<file path="config.mk">
export PLATFORM = sky130hd
export DESIGN_NAME = wrr_packet_arbiter
export DESIGN_NICKNAME = d
export VERILOG_FILES = /design/src/rtl/wrr_packet_arbiter.sv
export SDC_FILE = /design/constraint.sdc
export NUM_CORES = 1
export LEC_CHECK = 0
export CAP_MARGIN = 20
export CORE_AREA = 2 2 39 41
export DETAILED_ROUTE_END_ITERATION = 8
export DIE_AREA = 0 0 41 43
export GPL_TIMING_DRIVEN = 0
export PLACE_DENSITY = 0.87
export SETUP_SLACK_MARGIN = 0.5
export SLEW_MARGIN = 20
export SYNTH_ARGS = -nofsm -noshare
export SYNTH_HDL_FRONTEND = slang
export SYNTH_SLANG_ARGS = --single-unit
</file>
<file path="constraint.sdc">
create_clock -name clk_i -period 5 [get_ports clk_i]
set_input_delay 0.5 -clock clk_i [delete_from_list [all_inputs] [get_ports clk_i]]
set_output_delay 0.5 -clock clk_i [all_outputs]
set_load 0.01 [all_outputs]
</file>
<file path="src/rtl/wrr_packet_arbiter.sv">
// Weighted round-robin packet arbiter: locks one output port to a single input
// for a whole packet and rotates priority according to per-source packet credits.
module wrr_packet_arbiter #(
  parameter int unsigned S_DATA_COUNT = 2,
  parameter int unsigned WEIGHT_WIDTH = 4,
  localparam int unsigned T_ID___WIDTH = $clog2(S_DATA_COUNT)
) (
  input  logic                                     clk_i,
  input  logic                                     rst_in,
  input  logic [S_DATA_COUNT-1:0]                  req_i,
  input  logic [S_DATA_COUNT-1:0]                  last_i,
  input  logic                                     m_ready_i,
  input  logic [S_DATA_COUNT-1:0][WEIGHT_WIDTH-1:0] weight_i,
  output logic [T_ID___WIDTH-1:0]                  grant_o,
  output logic                                     grant_valid_o,
  output logic [T_ID___WIDTH-1:0]                  ptr_o
);

  typedef enum logic [0:0] {StIdle, StBusy} state_e;

  state_e                  state_q, state_d;
  logic [T_ID___WIDTH-1:0] grant_q, grant_d;
  logic [T_ID___WIDTH-1:0] ptr_q, ptr_d;
  logic [WEIGHT_WIDTH-1:0] cnt_q, cnt_d;

  logic [T_ID___WIDTH-1:0] sel;
  logic [T_ID___WIDTH:0]   idx;
  logic                    found;
  logic [T_ID___WIDTH-1:0] ptr_inc;
  logic [WEIGHT_WIDTH:0]   cnt_inc;
  logic [WEIGHT_WIDTH:0]   weight_eff;
  logic                    last_xfer;

  // First requester at or after the pointer, wrapping inside [0, S_DATA_COUNT).
  always_comb begin
    sel   = ptr_q;
    found = 1'b0;
    idx   = '0;
    for (int unsigned i = 0; i < S_DATA_COUNT; i++) begin
      idx = {1'b0, ptr_q} + (T_ID___WIDTH+1)'(i);
      if (idx >= (T_ID___WIDTH+1)'(S_DATA_COUNT)) begin
        idx = idx - (T_ID___WIDTH+1)'(S_DATA_COUNT);
      end
      if (!found && req_i[idx[T_ID___WIDTH-1:0]]) begin
        found = 1'b1;
        sel   = idx[T_ID___WIDTH-1:0];
      end
    end
  end

  assign ptr_inc    = (grant_q == T_ID___WIDTH'(S_DATA_COUNT - 1)) ? '0 : grant_q + 1'b1;
  assign cnt_inc    = {1'b0, cnt_q} + (WEIGHT_WIDTH+1)'(1);
  assign weight_eff = (weight_i[grant_q] == '0) ? (WEIGHT_WIDTH+1)'(1)
                                                : {1'b0, weight_i[grant_q]};
  assign last_xfer  = req_i[grant_q] && m_ready_i && last_i[grant_q];

  always_comb begin
    state_d = state_q;
    grant_d = grant_q;
    ptr_d   = ptr_q;
    cnt_d   = cnt_q;
    unique case (state_q)
      StIdle: begin
        if (found) begin
          grant_d = sel;
          state_d = StBusy;
          // Pointer holder is not requesting: its remaining turn is forfeited.
          if (sel != ptr_q) begin
            ptr_d = sel;
            cnt_d = '0;
          end
        end
      end
      StBusy: begin
        if (last_xfer) begin
          state_d = StIdle;
          if (cnt_inc >= weight_eff) begin
            ptr_d = ptr_inc;
            cnt_d = '0;
          end else begin
            ptr_d = grant_q;
            cnt_d = cnt_inc[WEIGHT_WIDTH-1:0];
          end
        end
      end
      default: state_d = StIdle;
    endcase
  end

  always_ff @(posedge clk_i or negedge rst_in) begin
    if (!rst_in) begin
      state_q <= StIdle;
      grant_q <= '0;
      ptr_q   <= '0;
      cnt_q   <= '0;
    end else begin
      state_q <= state_d;
      grant_q <= grant_d;
      ptr_q   <= ptr_d;
      cnt_q   <= cnt_d;
    end
  end

  assign grant_o       = grant_q;
  assign grant_valid_o = (state_q == StBusy);
  assign ptr_o         = ptr_q;

endmodule

</file>
**Word-level counts from Yosys, hierarchy flattened**

Index checks and enable logic that the tools add are counted.

- Latch bits: 0
- Output and inout bits: 3
- Memories kept: 0
- Memory bits (writable): 0
- Register bits after elaboration: 7
- ROM bits: 0

- Shift-type cells: 0
- Divide/modulo/power cells: 0
- $lt $le $gt $ge: 6
- $add $sub $neg: 5
- Muxes and demuxes: 31
- Equal/unequal tests: 4
- Bitwise operators: 1
- $mul: 0
- Reduce and logical (&&, ||, !) cells: 7

Operators with widths:

| operator | count |
|---|---|
| 4-bit two-way mux | 7 |
| 1-bit two-way mux | 21 |
| 4-bit case mux with 2 select lines | 1 |
| 1-bit by 2-bit < comparator with 1-bit output (second input constant) | 3 |
| 4-bit by 1-bit adder with 5-bit output (second input constant) | 1 |
| 5-bit by 4-bit >= comparator with 1-bit output | 1 |
| 4-bit zero test | 1 |
| 2-bit != test (second input constant) | 2 |
| 1-bit case mux with 2 select lines | 2 |
| 1-bit logical AND | 3 |
| 3-bit AND reduction | 1 |
| 1-bit by 1-bit adder with 2-bit output (second input constant) | 1 |
| 1-bit by 2-bit >= comparator with 1-bit output (second input constant) | 1 |
| 2-bit >= comparator (second input constant) | 1 |
| 2-bit by 1-bit != test with 1-bit output (second input constant) | 1 |
| 2-bit AND reduction | 1 |
| 1-bit subtractor (second input constant) | 2 |
| 1-bit adder (second input constant) | 1 |
| 1-bit zero test | 1 |
| 1-bit != test | 1 |
| 1-bit inverter | 1 |

**Longest topological paths before layout**

- Depth after elaboration: 12
- Mapped depth: 10
- Mapped depth without buffers: 9

**Least setup slack after synthesis**

No wires, ideal clock.

- Path type: register to register
- From: register grant_q (netlist: grant_o)
- To: register ptr_q (netlist: ptr_o)
- Path buffers: 1
- Period minus slack after synthesis: 2.122 ns
- Data required time: 4.914 ns
- Data arrival time: 2.036 ns
- Cell stages (with the launch flop): 11
- Path slack: 2.878 ns
- Cell sequence: dfrtp_1 buf_6 mux2i_1 nand3_1 nand2_1 ha_1 nand2b_4 a2111oi_4 o21ai_0 mux2i_1 nor3_1

- Cells in the longest elaborated chain, start to end: 8
- Elaborated cells on any way between the ends: 18

RTL lines:

| what | line | text |
|---|---|---|
| start, declared | 22 | `logic [T_ID___WIDTH-1:0] grant_q, grant_d;` |
| start signal, assigned | 98 | `grant_q <= grant_d;` |
| 4-bit two-way mux (not written as such) (2 in series) | 53, 54 |  |
| 4-bit zero test | 53 | `assign weight_eff = (weight_i[grant_q] == '0) ? (WEIGHT_WIDTH+1)'(1)` |
| 4-bit two-way mux | 53 |  |
| 5-bit by 4-bit >= comparator with 1-bit output | 77 | `if (cnt_inc >= weight_eff) begin` |
| 1-bit two-way mux | 77 |  |
| 1-bit two-way mux | 75 | `if (last_xfer) begin` |
| 1-bit case mux with 2 select lines | 62 | `unique case (state_q)` |
| end signal, assigned | 99 | `ptr_q <= ptr_d;` |
| end, declared | 23 | `logic [T_ID___WIDTH-1:0] ptr_q, ptr_d;` |

Several ways; a longest one is shown, not always the timed one. The select of a mux whose other input is x is not followed.
A chain may end at the register's enable or synchronous reset.

**Worst setup path after layout**

- From: input port weight_i[7] in the netlist's numbering
- To: register ptr_q (netlist: ptr_o)

- Cells in the longest elaborated chain, start to end: 8

RTL lines:

| what | line | text |
|---|---|---|
| start, declared | 13 | `input logic [S_DATA_COUNT-1:0][WEIGHT_WIDTH-1:0] weight_i,` |
| 4-bit two-way mux (not written as such) * (2 in series) | 53, 54 |  |
| 4-bit zero test | 53 |  |
| 4-bit two-way mux * | 53 |  |
| 5-bit by 4-bit >= comparator with 1-bit output * | 77 |  |
| 1-bit two-way mux * | 77 |  |
| 1-bit two-way mux * | 75 |  |
| 1-bit case mux with 2 select lines * | 62 |  |

Every way passes the cells marked *; elsewhere a longest branch is shown, timed or not. The select of a mux whose other input is x is not followed.

==> impl_metrics.ini <==
[clock_network]
h-tree-depth = 1
cts_resized = 0
clk_pin_slew_ns = 0.05
clkLatencyLatePin_ns = 0.27
cts_setup_buffers = 0
cts.sinks = 7
cts_root_buf = clkbuf_4
cts_made_buffers = 3
hold_buffers = 0
ctsLongestPathBuffers = 2
cts_tree = done

[floorplan]
num_io_pins = 18
fp.coreArea_um2 = 1380
dieWidth_um = 41
die-area_um2 = 1760
rows = 14
initial_core_util_pct = 44.4
die_h_um = 43

[synthesis]
synth.distinct_cells = 29
synth_top_family_by_area = simple AND/OR/NAND/NOR gates
yosys.area_share.simple_pct = 25.1
synth_fp_nets = 84
syn-cell-area_um2 = 614
ys_warn_count = 0
avgSynthCellArea_um2 = 9.60
ys_seq_area_share_pct = 28.5
synthCells = 64
synthMuxAreaShare_pct = 11.6
yosys_register_bits = 7
synthXorXnorAreaFrac_pct = 1.43
synthAdderAreaFrac_pct = 11.8
synth-compound-area-share_pct = 17.9

[timing]
finalSetupTns_ns = 0
period_share_pct = 47.7
setup_ws_ns = 2.62
setup_violations = 0
fmax_mhz = 420
max-slew-margin-rel_pct = 78.5
rsz0062_at_grt = false
period_minus_slack_ns = 2.38
timing.final.max_slew_violations = 0
fin_worst_skew_ns = 0.00349
worst_pin_slew_ns = 0.321
hold_viol_final = 0

[min_path]
min_path_type = in -> async

[drt]
vias = 563
drt_wl_total_um = 1360
drtIter0Drc = 9
dr.pass1.iters = 4
drtAntennaViolNets = 0
wire_per_inst_um = 13.4
drc_errors = 0
viasPerCell = 5.57

[layout]
layout-drive-gt1-share_pct = 15.3
mostFrequentLayoutCells = clkdlybuf4s50_1, nand2_1, dfrtp_1
seqCellArea_um2 = 175
antenna_cells = 0
multi_input_area_um2 = 417
final_common_cell = clkdlybuf4s50_1
final_nets = 106
nFillCells = 121
area_growth_pct = 35.2
finish.utilization_pct = 60.0

[setup_path]
crit_top_cell = mux2i_1
cp-start-kind = input port
crit_type = in -> reg
worstPathMaxFanout = 3
required_ns = 5.18
end_kind = flop
cpPeakStageDelay_ns = 0.41
worstPathArrival_ns = 2.57
crit_slowest_cell = clkdlybuf4s50_1
path_cells = clkdlybuf4s50_1, mux2i_1, nand3_1, nand2_1, ha_1, nand2b_4, a2111oi_4, o21ai_0, mux2i_1, nor3_1

[global_routing]
antenna_found_initial = 0
global_route.overflow_total = 0
grt_first_pass_wirelength_um = 2370
grt_use_total_pct = 20.0
first_global_vias = 585
grt_max_degree = 10

[placement]
pre_cts_ws_ns = 2.33
io_buffers = 17
gp_congestion = 0.762
dp_hpwl_um = 1070

[run]
max_cap_violations = 0

[power_and_ir_drop]
irDropWorstVdd_uv = 259
cellLeakagePower_nw = 0.370
p_per_area_nw_per_um2 = 529

[status]
status = finished, final reports clean
metrics by stage:
stage	hold slack, ns	power, mW	cell area (um2)	instances
final	0.492	0.439	831	101
after global routing	0.531	0.478	831	101
after CTS	0.513	0.441	831	101
after detailed placement	0.534	0.384	805	97
after global placement	0.514	0.373	805	97
after floorplan	0.204	0.315	614	64
state kept, by name, summed over array words and instances (netlist names):
register	flops
grant_o	1
ptr_o	1
cnt_q	4
grant_valid_o	1
cells by family (layout without fill, tap and decap cells):
family,count (synthesis),after routing
AND/OR/NAND/NOR,26,26
AO/OA/AOI/OAI,13,13
adder cells (fa/ha/maj),6,6
multiplexers,7,7
flip-flops,7,7
buffers and inverters,4,25
XOR/XNOR,1,1
area by class of cell:
cell class	instances	share of cell area (%)
flip-flops and latches	7	21.1
well taps	16	2.41
multi-input cells	53	50.2
clock buffers	4	3.16
plain buffers	1	1.36
inverters	3	1.36
repair buffers	17	20.5
synthesized netlist by cell type:
cell       instances  area [um2]
or3_1              1        6.26
maj3_1             1        10.0
o21a_1             2        15.0
nand2b_4           1        13.8
or2_2              2        12.5
nand4_1            2        12.5
dfrtp_1            7         175
ha_1               5        62.6
nand2b_1           1        6.26
a2111oi_4          1        27.5
nor2_1             3        11.3
nand4b_4           1        23.8
mux2_2             1        11.3
nand3_1            4        20.0
nor3_1             3        15.0
a21oi_1            1        5.00
xor2_1             1        8.76
nor2_2             1        6.26
a31oi_1            2        12.5
o21ai_1            1        5.00
o22ai_1            1        6.26
inv_1              3        11.3
o211ai_1           1        7.51
nand2_1            7        26.3
a21oi_2            2        17.5
buf_6              1        11.3
a22o_1             1        8.76
o21ai_0            1        5.00
mux2i_1            6        60.1
layer usage:
metal  global-route usage [%]  part of all wire (%)  vias to the layer above
li1                         -                     -                      281
met1                     21.6                    40                      263
met2                     34.7                    52                       16
met3                     3.14                   5.8                        3
met4                     10.0                   2.0                        0
met5                        0                     0                        -
worst max-delay path, delay by kind of cell:
kind,cells,cell delay [ns]
AOI/OAI and AO/OA,2,0.56
and+or+nand+nor,4,0.51
buffers and inverters,1,0.41
muxes,2,0.37
adders and majority gates,1,0.23
final timing paths:
check | from | endpoint | slack, ns | cells past startpoint
worst max register to register | grant_o | ptr_o | 2.71 | 10
worst min-delay path | rst_in | ptr_o | 0.49 | 1
worst min register to register | cnt_q[1] | cnt_q[1] | 0.54 | 1
worst max-delay path | weight_i[7] | ptr_o | 2.62 | 10
min in group clk_i | cnt_q[1] | cnt_q[1] | 0.54 | 1
max in group asynchronous | rst_in | cnt_q[2] | 4.27 | 1
report_power, final:
part	internal (mW)	total [mW]	switching (mW)
Clock	0.0307	0.0548	0.0241
Sequential	0.0800	0.108	0.0277
Combinational	0.150	0.277	0.127
Power figures use the tool's default switching activity.
